$ cat src/rtl/arith_pkg.sv
// Shared helpers for the arithmetic datapath blocks: slice sizing and legality checks.
package arith_pkg;

  // Ceiling log2; returns 0 for inputs of 0 or 1.
  function automatic int unsigned clog2(input int unsigned v);
    int unsigned r;
    int unsigned x;
    r = 0;
    x = (v > 0) ? v - 1 : 0;
    while (x > 0) begin
      r = r + 1;
      x = x >> 1;
    end
    return r;
  endfunction

  // Width of one carry-chain slice; a zero stage count degrades to a single slice.
  function automatic int unsigned slice_w(input int unsigned width, input int unsigned stages);
    return (stages == 0) ? width : width / stages;
  endfunction

  // A pipeline split is legal when every slice has the same non-zero width.
  function automatic bit stages_ok(input int unsigned width, input int unsigned stages);
    return (stages >= 1) && (stages <= width) && ((width % stages) == 0);
  endfunction

endpackage

$ cat src/rtl/adder_slice.sv
// Combinational W-bit ripple-carry slice; also exposes the carry into its MSB.
module adder_slice #(
  parameter int unsigned W = 8
) (
  input  logic [W-1:0] a,
  input  logic [W-1:0] b,
  input  logic         cin,
  output logic [W-1:0] s,
  output logic         cout,
  output logic         c_msb_in
);

  logic [W:0] c;

  // Ripple the carry bit by bit through the slice.
  always_comb begin
    c    = '0;
    s    = '0;
    c[0] = cin;
    for (int i = 0; i < int'(W); i++) begin
      s[i]     = a[i] ^ b[i] ^ c[i];
      c[i + 1] = (a[i] & b[i]) | (c[i] & (a[i] ^ b[i]));
    end
  end

  assign cout     = c[W];
  assign c_msb_in = c[W-1];

endmodule

$ cat src/rtl/adder_pipe_nbit.sv
// Pipelined N-bit adder: carry chain split into STAGES registered slices, valid/ready flow.
module adder_pipe_nbit
  import arith_pkg::*;
#(
  parameter int unsigned WIDTH  = 32,
  parameter int unsigned STAGES = 4
) (
  input  logic             clk,
  input  logic             rst,
  input  logic             in_valid,
  output logic             in_ready,
  input  logic [WIDTH-1:0] a,
  input  logic [WIDTH-1:0] b,
  input  logic             c_in,
  output logic             out_valid,
  input  logic             out_ready,
  output logic [WIDTH-1:0] sum,
  output logic             c_out,
  output logic             ovf
);

  localparam int unsigned SLICE_W = slice_w(WIDTH, STAGES);

  if (!stages_ok(WIDTH, STAGES)) begin : g_bad_params
    $error("adder_pipe_nbit: WIDTH must be a non-zero multiple of STAGES");
  end

  // Pipeline state: per-stage valid, skewed sum/operand-A bits, pending operand-B bits, carry.
  logic [STAGES-1:0] v;
  logic [STAGES-1:0] ld;
  logic [WIDTH-1:0]  ra [STAGES];
  logic [WIDTH-1:0]  rb [STAGES];
  logic [STAGES-1:0] rc;
  logic              ovf_q;

  // Stage inputs and slice results.
  logic [WIDTH-1:0]   sa  [STAGES];
  logic [WIDTH-1:0]   sb  [STAGES];
  logic [WIDTH-1:0]   na  [STAGES];
  logic [SLICE_W-1:0] ss  [STAGES];
  logic               sc  [STAGES];
  logic               sco [STAGES];
  logic               scm [STAGES];
  logic [STAGES-1:0]  vin;
  logic               down_ld;

  // Load enables ripple backwards from out_ready so a stalled pipe still fills its bubbles.
  always_comb begin
    ld      = '0;
    down_ld = out_ready;
    for (int k = int'(STAGES) - 1; k >= 0; k--) begin
      ld[k]   = !v[k] || down_ld;
      down_ld = ld[k];
    end
  end

  assign in_ready = ld[0];

  for (genvar k = 0; k < STAGES; k++) begin : g_stage
    localparam logic [WIDTH-1:0] MASK = WIDTH'({SLICE_W{1'b1}}) << (k * SLICE_W);

    // Stage 0 sees the ports; later stages see the previous stage's registers.
    if (k == 0) begin : g_first
      assign sa[k]  = a;
      assign sb[k]  = b;
      assign sc[k]  = c_in;
      assign vin[k] = in_valid;
    end else begin : g_next
      assign sa[k]  = ra[k-1];
      assign sb[k]  = rb[k-1];
      assign sc[k]  = rc[k-1];
      assign vin[k] = v[k-1];
    end

    adder_slice #(.W(SLICE_W)) u_slice (
      .a        (sa[k][k*SLICE_W +: SLICE_W]),
      .b        (sb[k][k*SLICE_W +: SLICE_W]),
      .cin      (sc[k]),
      .s        (ss[k]),
      .cout     (sco[k]),
      .c_msb_in (scm[k])
    );

    // Replace this stage's operand-A slice with its freshly computed sum bits.
    assign na[k] = (sa[k] & ~MASK) | (WIDTH'(ss[k]) << (k * SLICE_W));
  end

  // Advance the valid chain; data registers only move when a real operation arrives.
  always_ff @(posedge clk or posedge rst) begin
    if (rst) begin
      v     <= '0;
      rc    <= '0;
      ovf_q <= 1'b0;
      for (int k = 0; k < int'(STAGES); k++) begin
        ra[k] <= '0;
        rb[k] <= '0;
      end
    end else begin
      for (int k = 0; k < int'(STAGES); k++) begin
        if (ld[k]) begin
          v[k] <= vin[k];
          if (vin[k]) begin
            ra[k] <= na[k];
            rb[k] <= sb[k];
            rc[k] <= sco[k];
          end
        end
      end
      if (ld[STAGES-1] && vin[STAGES-1]) begin
        ovf_q <= sco[STAGES-1] ^ scm[STAGES-1];
      end
    end
  end

  assign out_valid = v[STAGES-1];
  assign sum       = ra[STAGES-1];
  assign c_out     = rc[STAGES-1];
  assign ovf       = ovf_q;

endmodule
$ cat config.mk
export PLATFORM = sky130hd
export DESIGN_NAME = adder_pipe_nbit
export DESIGN_NICKNAME = d
export VERILOG_FILES = /design/src/rtl/arith_pkg.sv /design/src/rtl/adder_slice.sv /design/src/rtl/adder_pipe_nbit.sv
export SDC_FILE = /design/constraint.sdc
export NUM_CORES = 1
export LEC_CHECK = 0
export ABC_AREA = 0
export CAP_MARGIN = 20
export CORE_ASPECT_RATIO = 1.5
export CORE_UTILIZATION = 45
export DETAILED_ROUTE_END_ITERATION = 10
export PLACE_DENSITY = 0.67
export RECOVER_POWER = 25
export SLEW_MARGIN = 20
export SYNTH_ARGS = -nofsm -noshare
export SYNTH_HDL_FRONTEND = slang
export SYNTH_HIERARCHICAL = 1
export SYNTH_SLANG_ARGS = --single-unit
export TNS_END_PERCENT = 5
$ cat constraint.sdc
create_clock -name clk -period 8.25 [get_ports clk]
set_clock_uncertainty 0.05 [all_clocks]
set_input_delay 1.2375 -clock clk [delete_from_list [all_inputs] [get_ports clk]]
set_output_delay 1.2375 -clock clk [all_outputs]
set_load 0.1 [all_outputs]
* Yosys cells after proc, flatten, opt, wreduce, memory -nomap -nowiden
Cells that the tools add are included.
** Storage, ports and cells
- Register bits :: 233
- Bits of input ports :: 69
- Output and inout port bits :: 36
- Word-level logic and storage cells :: 194
** Cells by class
- Bitwise operators :: 165
- Reductions and logical operators :: 13
** Operators with widths (count)
- $xor 1x1->1 :: 65
- $and 1x1->1 :: 64
- $or 1x1->1 :: 32
- $or 24x32->32 :: 1
- $or 32x16->32 :: 1
- $or 32x24->32 :: 1
- $or 32x8->32 :: 1
- $reduce_and 2->1 :: 4
- $logic_not 1->1 :: 4
- $logic_or 1x1->1 :: 4
- $logic_and 1x1->1 :: 1

* Depth between registers and ports, before layout
Gate-level depths: netlist of the first run.
- Depth after elaboration :: 18
- Gate-level depth with buffers :: 14
- Gate-level depth less buffers :: 14

* Modules after synthesis
The synthesis of the first run kept the hierarchy.
** By module, submodules not included
- adder_pipe_nbit :: instances 1, cells each 431, area each 7236.9 µm², seq. area each 4629.4 µm²
- adder_slice :: instances 4, cells each 18, area each 197.7 µm², seq. area each 0.0 µm²

* Least setup slack after synthesis of the first run
Ideal clock, no wire load.
- Kind :: in2reg
- Start :: input a[0]
- End :: register ra[103] (netlist name)
- Arrival :: 4.294 ns
- Path slack :: 3.781 ns
- Stages :: 13
- Buffers on the path :: 0
- Cells stage by stage :: fa_1 > inv_1 > fa_1 > inv_1 > fa_1 > fa_1 > fa_1 > fa_1 > inv_1 > fa_1 > inv_1 > fa_1 > mux2_2
** RTL lines
- start, declared :: line adder_pipe_nbit.sv:12 : input logic [WIDTH-1:0] a,
- end signal, assigned by index :: line adder_pipe_nbit.sv:103 : ra[k] <= na[k];
- end, declared :: line adder_pipe_nbit.sv:31 : logic [WIDTH-1:0] ra [STAGES];

==> results of run 1 <==
## placed cells by master, fill, tap and decap left out
master / Yosys / final
buf_4: 34 / 3
mux2_4: 30 / 30
a21boi_4: 0 / 1
nand3b_1: 1 / 1
dlygate4sd3_1: 0 / 2
xor2_1: 1 / 1
inv_1: 41 / 40
nand4b_1: 1 / 1
clkbuf_16: 0 / 17
clkinvlp_2: 0 / 1
nand2b_1: 5 / 5
clkbuf_8: 0 / 1
bufinv_16: 0 / 4
clkbuf_1: 0 / 1
clkinvlp_4: 0 / 4
mux2_2: 151 / 151
nand2_4: 0 / 1
clkinv_2: 0 / 3
nand2_2: 0 / 2
and4b_1: 1 / 1
clkdlybuf4s50_1: 0 / 102
dfrtp_1: 185 / 185
inv_8: 0 / 1
fa_1: 32 / 32
inv_6: 0 / 2
nand2_1: 4 / 1
## per-layer routing
layer | GRT usage [%] | share of wire (%) | vias up
met4 | 6.265 | 1.3 | 0
met3 | 4.161 | 3.5 | 14
met2 | 27.96 | 54 | 66
met1 | 18.88 | 41 | 2102
li1 | - | - | 1806
met5 | 0 | 0 | -
## area by class of cell
class                   instances  area (um2)
clock inverters                14       193.9
inverters                      41       155.1
fillers                      1431        7766
flip-flops and latches        185        4629
well taps                     213       266.5
clock buffers                  18       439.2
repair buffers                108        1067
multi-input cells             227        2904
## worst max-delay path by stage
stage	end	cells after the start	from	slack, ns
6_report	rb[91]$_DFFE_PP0P_	3	rst	2.73
5_1_grt	rb[60]$_DFFE_PP0P_	3	rst	1.79
4_1_cts	ra[103]$_DFFE_PP0P_	14	a[0]	3.60
3_5_place_dp	ra[103]$_DFFE_PP0P_	14	a[0]	3.14
3_3_place_gp	ra[103]$_DFFE_PP0P_	14	a[0]	3.21
2_1_floorplan	ovf$_DFFE_PP0P_	1	rst	1.93
## registers in the layout, indices dropped and copies added, names as in the netlist
signal	flops
rc	4
ovf	1
ra	96
v	4
rb	48
sum	32
## critical path, cell delays in order
cell	delay, ns
dlygate4sd3_1	0.54
clkinvlp_2	1.55
clkbuf_1	2.03
## kinds of logic (layout without fill, tap and decap cells)
group / Yosys count / in the layout / share of synthesized area, %
AO/OA/AOI/OAI: 1 / 1 / 0.1403
flip-flops: 185 / 185 / 57.67
XOR/XNOR: 1 / 1 / 0.1091
AND/OR/NAND/NOR: 12 / 12 / 0.9040
multiplexers: 181 / 181 / 26.79
buffers and inverters: 91 / 181 / 6.406
adder cells (fa/ha/maj): 32 / 32 / 7.980
## power breakdown
group / internal, mW / switching [mW]
registers: 1.23 / 0.179
logic: 0.569 / 0.952
clock network: 0.518 / 0.352
## stage by stage
step                hold slack, ns  total power [mW]  instance area (um2)
finish                      0.4481             3.798                 9656
global route                0.4625             4.007                 9656
CTS                         0.4520             3.853                 9658
detailed placement          0.4399             2.970                 9025
global placement            0.4326             2.918                 9025
floorplan                   0.4216             2.696                 8028
==> key figures, run 1 <==
Status
  • Outcome: finished, violations left
  • Failing checks: design-rule violations, max-capacitance violations, max-slew violations

CTS
  • Post-cts hold buffer count: 0
  • H-Tree Depth: 4
  • CTS clk-pin slew, worst paths: 0.07 ns
  • Total CTS buffers: 17
  • TritonCTS clock tree: yes
  • Worst-Skew Late Latency: ~0.43 ns
  • Post-CTS setup buffers: 0
  • Post-cts repair resize count: 0
  • Maximum clock path buffer count: 2
  • Clk sinks: 185
  • Clock root cell: clkbuf_16

Worst hold path
  • Hold depth: 1
  • Hold crit path type: flop to flop
  • Worst Hold Path EP: sum[1]$_DFFE_PP0P_
  • Hold Crit Start: ra[33]$_DFFE_PP0P_

Global routing
  • Initial antenna violation count: 0
  • Total Routing Usage GR: 15.96%
  • Grt total ovfl: 0
  • Largest net degree at the start of global routing: between 70 and 80
  • First-pass GRT wire length: 22400 um
  • Vias in the first global route: 4521

Yosys
  • Synthesized area: 0.008028 mm2
  • Most common cell in the synthesized netlist: dfrtp_1
  • Seq/Total Area, Yosys: 57.67%
  • EDFF count, synth: 0
  • Post-Synthesis Cells: 503
  • Yosys cell types: 15
  • Synth Flop Type: dfrtp_1
  • Async SR Flop Fraction: 100.0%
  • Synth Net Count: 604
  • Syn Area/Cell: 15.96 um2
  • Post-synth top area share: 57.67%
  • Synth top cells by count: 185 x dfrtp_1, 151 x mux2_2, 41 x inv_1
  • Seq cells post-synth: roughly 190
  • Synth top area cells: dfrtp_1 58%, mux2_2 21%, fa_1 8.0%, mux2_4 5.6%, buf_4 3.2%
  • Top cell type by total area after synthesis: dfrtp_1
  • Synth Warn #: 6

Floorplanning
  • DIE WIDTH: 111.1 um
  • Core area: 0.01742 mm2
  • Rows: 59
  • Die area: 0.01839 mm2
  • IO Pins: 105
  • Die height: 165.6 um
  • Starting Density: between 40% and 50%

STA
  • Min Clock Period, post-route: 5.523 ns
  • Setup TNS: 0 ns
  • RSZ-0062 raised after global routing: false
  • Max Transition Viols Final: around 120
  • Fmax: 181.1 MHz
  • Final number of hold-violating endpoints: 0
  • Final setup viols: 0
  • Final setup margin: approximately 2.7 ns
  • Max_slew headroom: -83.41%
  • Tcrit/Tclk final: 66.94%
  • Worst slew pin tran: 2.736 ns

Routing
  • Routed wire length: 13350 um
  • First-pass DRT Iterations: 7
  • Vias/cell: 4.948
  • Post-route ant nets: 0
  • Initial DRC count: about 110
  • Post-DR wirelength/cell: roughly 17 um
  • DRC Markers: 16
  • DR vias: approximately 4000

Critical path
  • FF-to-FF path depth: 14
  • Reg2reg start: ra[56]$_DFFE_PP0P_
  • Setup slack, reg-to-reg: 4.36 ns
  • Worst Setup Start Kind: primary input
  • Crit path capture type: asynchronous set/reset pin
  • Critical path arrival: about 5.4 ns
  • Crit-path max FO: 62
  • CP Class: primary input to asynchronous set/reset pin
  • Critical R2R Capture: ovf$_DFFE_PP0P_
  • CP Data Required Time: 8.14 ns

Power
  • Static Leakage: 4.217 nW
  • IR drop worst, VDD: 0.2764 mV
  • Pwr Density: 393.3 mW/mm2

Place
  • HPWL after DPL: 8638 um
  • Post-Place Setup Slack: 3.140 ns
  • Placed cells: 774
  • Port bufs: 104
  • GPL Wtd Cong: 0.6948

Final layout
  • Layout cells sized above 1: 37.27%
  • NumNets Final: 681
  • Fin cells: 806
  • N_diodes: 0
  • Final core utilization: ~55%
  • Area delta synth->final: 20.28%

Job
  • MaxCap Viol Count: 2
No activity file was read; power rests on OpenSTA's default activity.
==> run 2: changes to the inputs <==
--- a/config.mk
+++ b/config.mk
@@ -10,7 +10,7 @@
 export CORE_ASPECT_RATIO = 1.5
 export CORE_UTILIZATION = 45
 export DETAILED_ROUTE_END_ITERATION = 10
-export PLACE_DENSITY = 0.67
+export PLACE_DENSITY = 0.7
 export RECOVER_POWER = 25
 export SLEW_MARGIN = 20
 export SYNTH_ARGS = -nofsm -noshare
==> constraint.sdc (replaced) <==
create_clock -name clk -period 4.8 [get_ports clk]
set_clock_uncertainty 0.05 [all_clocks]
set_input_delay 0.72 -clock clk [delete_from_list [all_inputs] [get_ports clk]]
set_output_delay 0.72 -clock clk [all_outputs]
set_load 0.1 [all_outputs]
==> run 2 against run 1 <==
  * The flow still finishes with violations (design-rule violations, max-capacitance violations, max-slew violations)
  * Count of clock-buffer cells in the layout did not move
  * Design area fell by 0.22%
  * Register-to-register slack got worse by 3.5 ns
  * Non-clock buffer count rose by 1
  * Worst setup slack got worse by 2.0 ns
  * Power rose by 69%
  * Critical endpoint is now ra[103]$_DFFE_PP0P_
  * Sequential power rose by 72%
  * Sequential cell count did not move
==> key figures, run 2 (synthesis gave the netlist of run 1 again) <==
Status
  • Outcome: finished, violations left
  • Failing checks: design-rule violations, max-capacitance violations, max-slew violations

Critical path
  • Worst Setup Start Kind: primary input
  • Critical path arrival: 4.36 ns (-1.05 ns)
  • CP Class: primary input to flop
  • Crit-path max FO: 1 (-98%)
  • CP Data Required Time: 5.06 ns (-3.08 ns)
  • Crit path capture type: flop

Final layout
  • N_diodes: 0 (unchanged)
  • Fill cells: 1414 (-1.2%)
  • NumNets Final: 682 (+0.15%)
  • Commonest cells after routing, fill and taps aside: 185 x dfrtp_1, 151 x mux2_2, 101 x clkdlybuf4s50_1
  • Max reg flops: 96 (unchanged)
  • Layout cells sized above 1: 37.71% (+0.44 points)
  • Top reg by flops: ra
  • Area delta synth->final: 20.01%
  • Commonest non-fill, non-tap cell in the layout: dfrtp_1

Routing
  • Routed wire length: 13190 um (-1.2%)
  • First-pass DRT Iterations: 6 (-1)
  • Vias/cell: 4.932 (-0.32%)
  • Post-route ant nets: 0 (unchanged)
  • Post-DR wirelength/cell: 16.34 um (-1.3%)
  • Initial DRC count: 145 (+38%)
  • DR vias: 3980 (-0.20%)
  • DRC Markers: 13 (-3)

STA
  • Fmax: 243.8 MHz
  • Worst slew pin tran: 2.503 ns (-0.2335 ns)
  • Min Clock Period, post-route: 4.101 ns
  • Min Hold Slack: 0.4512 ns (+0.003105 ns)
  • RSZ-0062 raised after global routing: false
  • Max Transition Viols Final: 186 (+60%)
  • Tcrit/Tclk final: 85.44%
  • Max_slew headroom: -66.84% (+17 points)
  • Final number of hold-violating endpoints: 0 (unchanged)
  • Final setup viols: 0 (unchanged)
  • Setup TNS: 0 ns (unchanged)

CTS
  • Clk sinks: 185 (unchanged)
  • Post-cts repair resize count: 0 (unchanged)
  • Post-CTS setup buffers: 0 (unchanged)
  • Maximum clock path buffer count: 2 (unchanged)
  • Clock root cell: clkbuf_16
  • Total CTS buffers: 17 (unchanged)
  • H-Tree Depth: 4 (unchanged)
  • Worst-Skew Late Latency: 0.43 ns (about the same)
  • Post-cts hold buffer count: 0 (unchanged)
  • CTS clk-pin slew, worst paths: 0.07 ns (about the same)
  • TritonCTS clock tree: yes

Power
  • Static Leakage: 4.208 nW (-0.20%)
  • Total power: 6.431 mW (+69%)
  • Pwr Density: 667.5 mW/mm2 (+70%)
  • IR drop worst, VDD: 0.5071 mV (+83%)

Global routing
  • Grt total ovfl: 0 (unchanged)
  • Largest net degree at the start of global routing: 186 (+150%)
  • Vias in the first global route: 4524 (+0.066%)
  • Total Routing Usage GR: 15.89% (-0.078 points)
  • Initial antenna violation count: 0 (unchanged)
  • First-pass GRT wire length: 22470 um (+0.34%)

Floorplanning
  • Die height: 165.6 um (unchanged)
  • IO Pins: 105 (unchanged)
  • Core area: 0.01742 mm2 (unchanged)
  • Die area: 0.01839 mm2 (unchanged)
  • Rows: 59 (unchanged)
  • DIE WIDTH: 111.1 um (unchanged)
  • Starting Density: 46.08% (unchanged)

Place
  • HPWL after DPL: 8707 um (+0.79%)
  • Port bufs: 104 (unchanged)
  • GPL Wtd Cong: 0.7238 (+4.2%)

Worst hold path
  • Hold crit path type: flop to flop

Job
  • MaxCap Viol Count: 1 (-1)
run 2: cell count changes in the layout (fill, tap and decap cells not counted), sizes merged:
cell,delta
buf,+2
inv,+3
clkinv,-1
clkdlybuf4s50,-1
bufinv,-2
run 2: where the power goes:
part           switching [mW]  internal [mW]
clock                   0.620          0.795
sequential              0.307           2.11
combinational            1.63          0.975
run 2: per-layer routing:
metal	GRT usage (%)	wire, um	up-vias
met5	0	0	-
met1	18.82	5364	2106
met4	5.713	183	0
li1	-	-	1800
met3	3.905	423	13
met2	28.22	7216	61
run 2: path summary, 6_finish.rpt:
kind,start,slack [ns],cells past startpoint,end
setup / recovery,a[0],0.70,14,ra[103]$_DFFE_PP0P_
hold / removal,ra[91]$_DFFE_PP0P_,0.45,1,ra[59]$_DFFE_PP0P_
setup reg to reg,ra[56]$_DFFE_PP0P_,0.89,14,ovf$_DFFE_PP0P_
hold reg to reg,ra[91]$_DFFE_PP0P_,0.45,1,ra[59]$_DFFE_PP0P_
max in group asynchronous,rst,1.47,3,sum[28]$_DFFE_PP0P_
min in group asynchronous,rst,1.55,3,ra[79]$_DFFE_PP0P_
run 2: area by class of cell:
| cell class | instances | area, um2 | share of cell area (%) |
|---|---|---|---|
| tap | 213 | 266.5 | 2.766 |
| timing repair buffer | 109 | 1076 | 11.17 |
| clock inverter | 14 | 161.4 | 1.675 |
| clock buffer | 18 | 439.2 | 4.558 |
| multi-input combinational | 227 | 2904 | 30.14 |
| inverter | 41 | 157.7 | 1.636 |
| sequential | 185 | 4629 | 48.05 |
run 2: metrics by stage:
step / setup WS (ns) / instance area (um2) / cells / util [%]
3_3_place_gp: 0.3599 / 9041 / 775 / 51.90
4_1_cts: 0.6889 / 9642 / 807 / 55.34
2_1_floorplan: 0.8485 / 8031 / 503 / -
3_5_place_dp: 0.2313 / 9041 / 775 / 51.90
6_report: 0.6987 / 9634 / 807 / 55.30
5_1_grt: 0.5628 / 9634 / 807 / 55.30
run 2: worst max-delay path: stages:
cell and delay [ns]:
clkdlybuf4s50_1 0.43, fa_1 0.42, inv_1 0.08, fa_1 0.15, inv_1 0.05, fa_1 0.39, fa_1 0.40, fa_1 0.38
fa_1 0.36, inv_1 0.08, fa_1 0.16, inv_1 0.05, fa_1 0.42, mux2_2 0.28
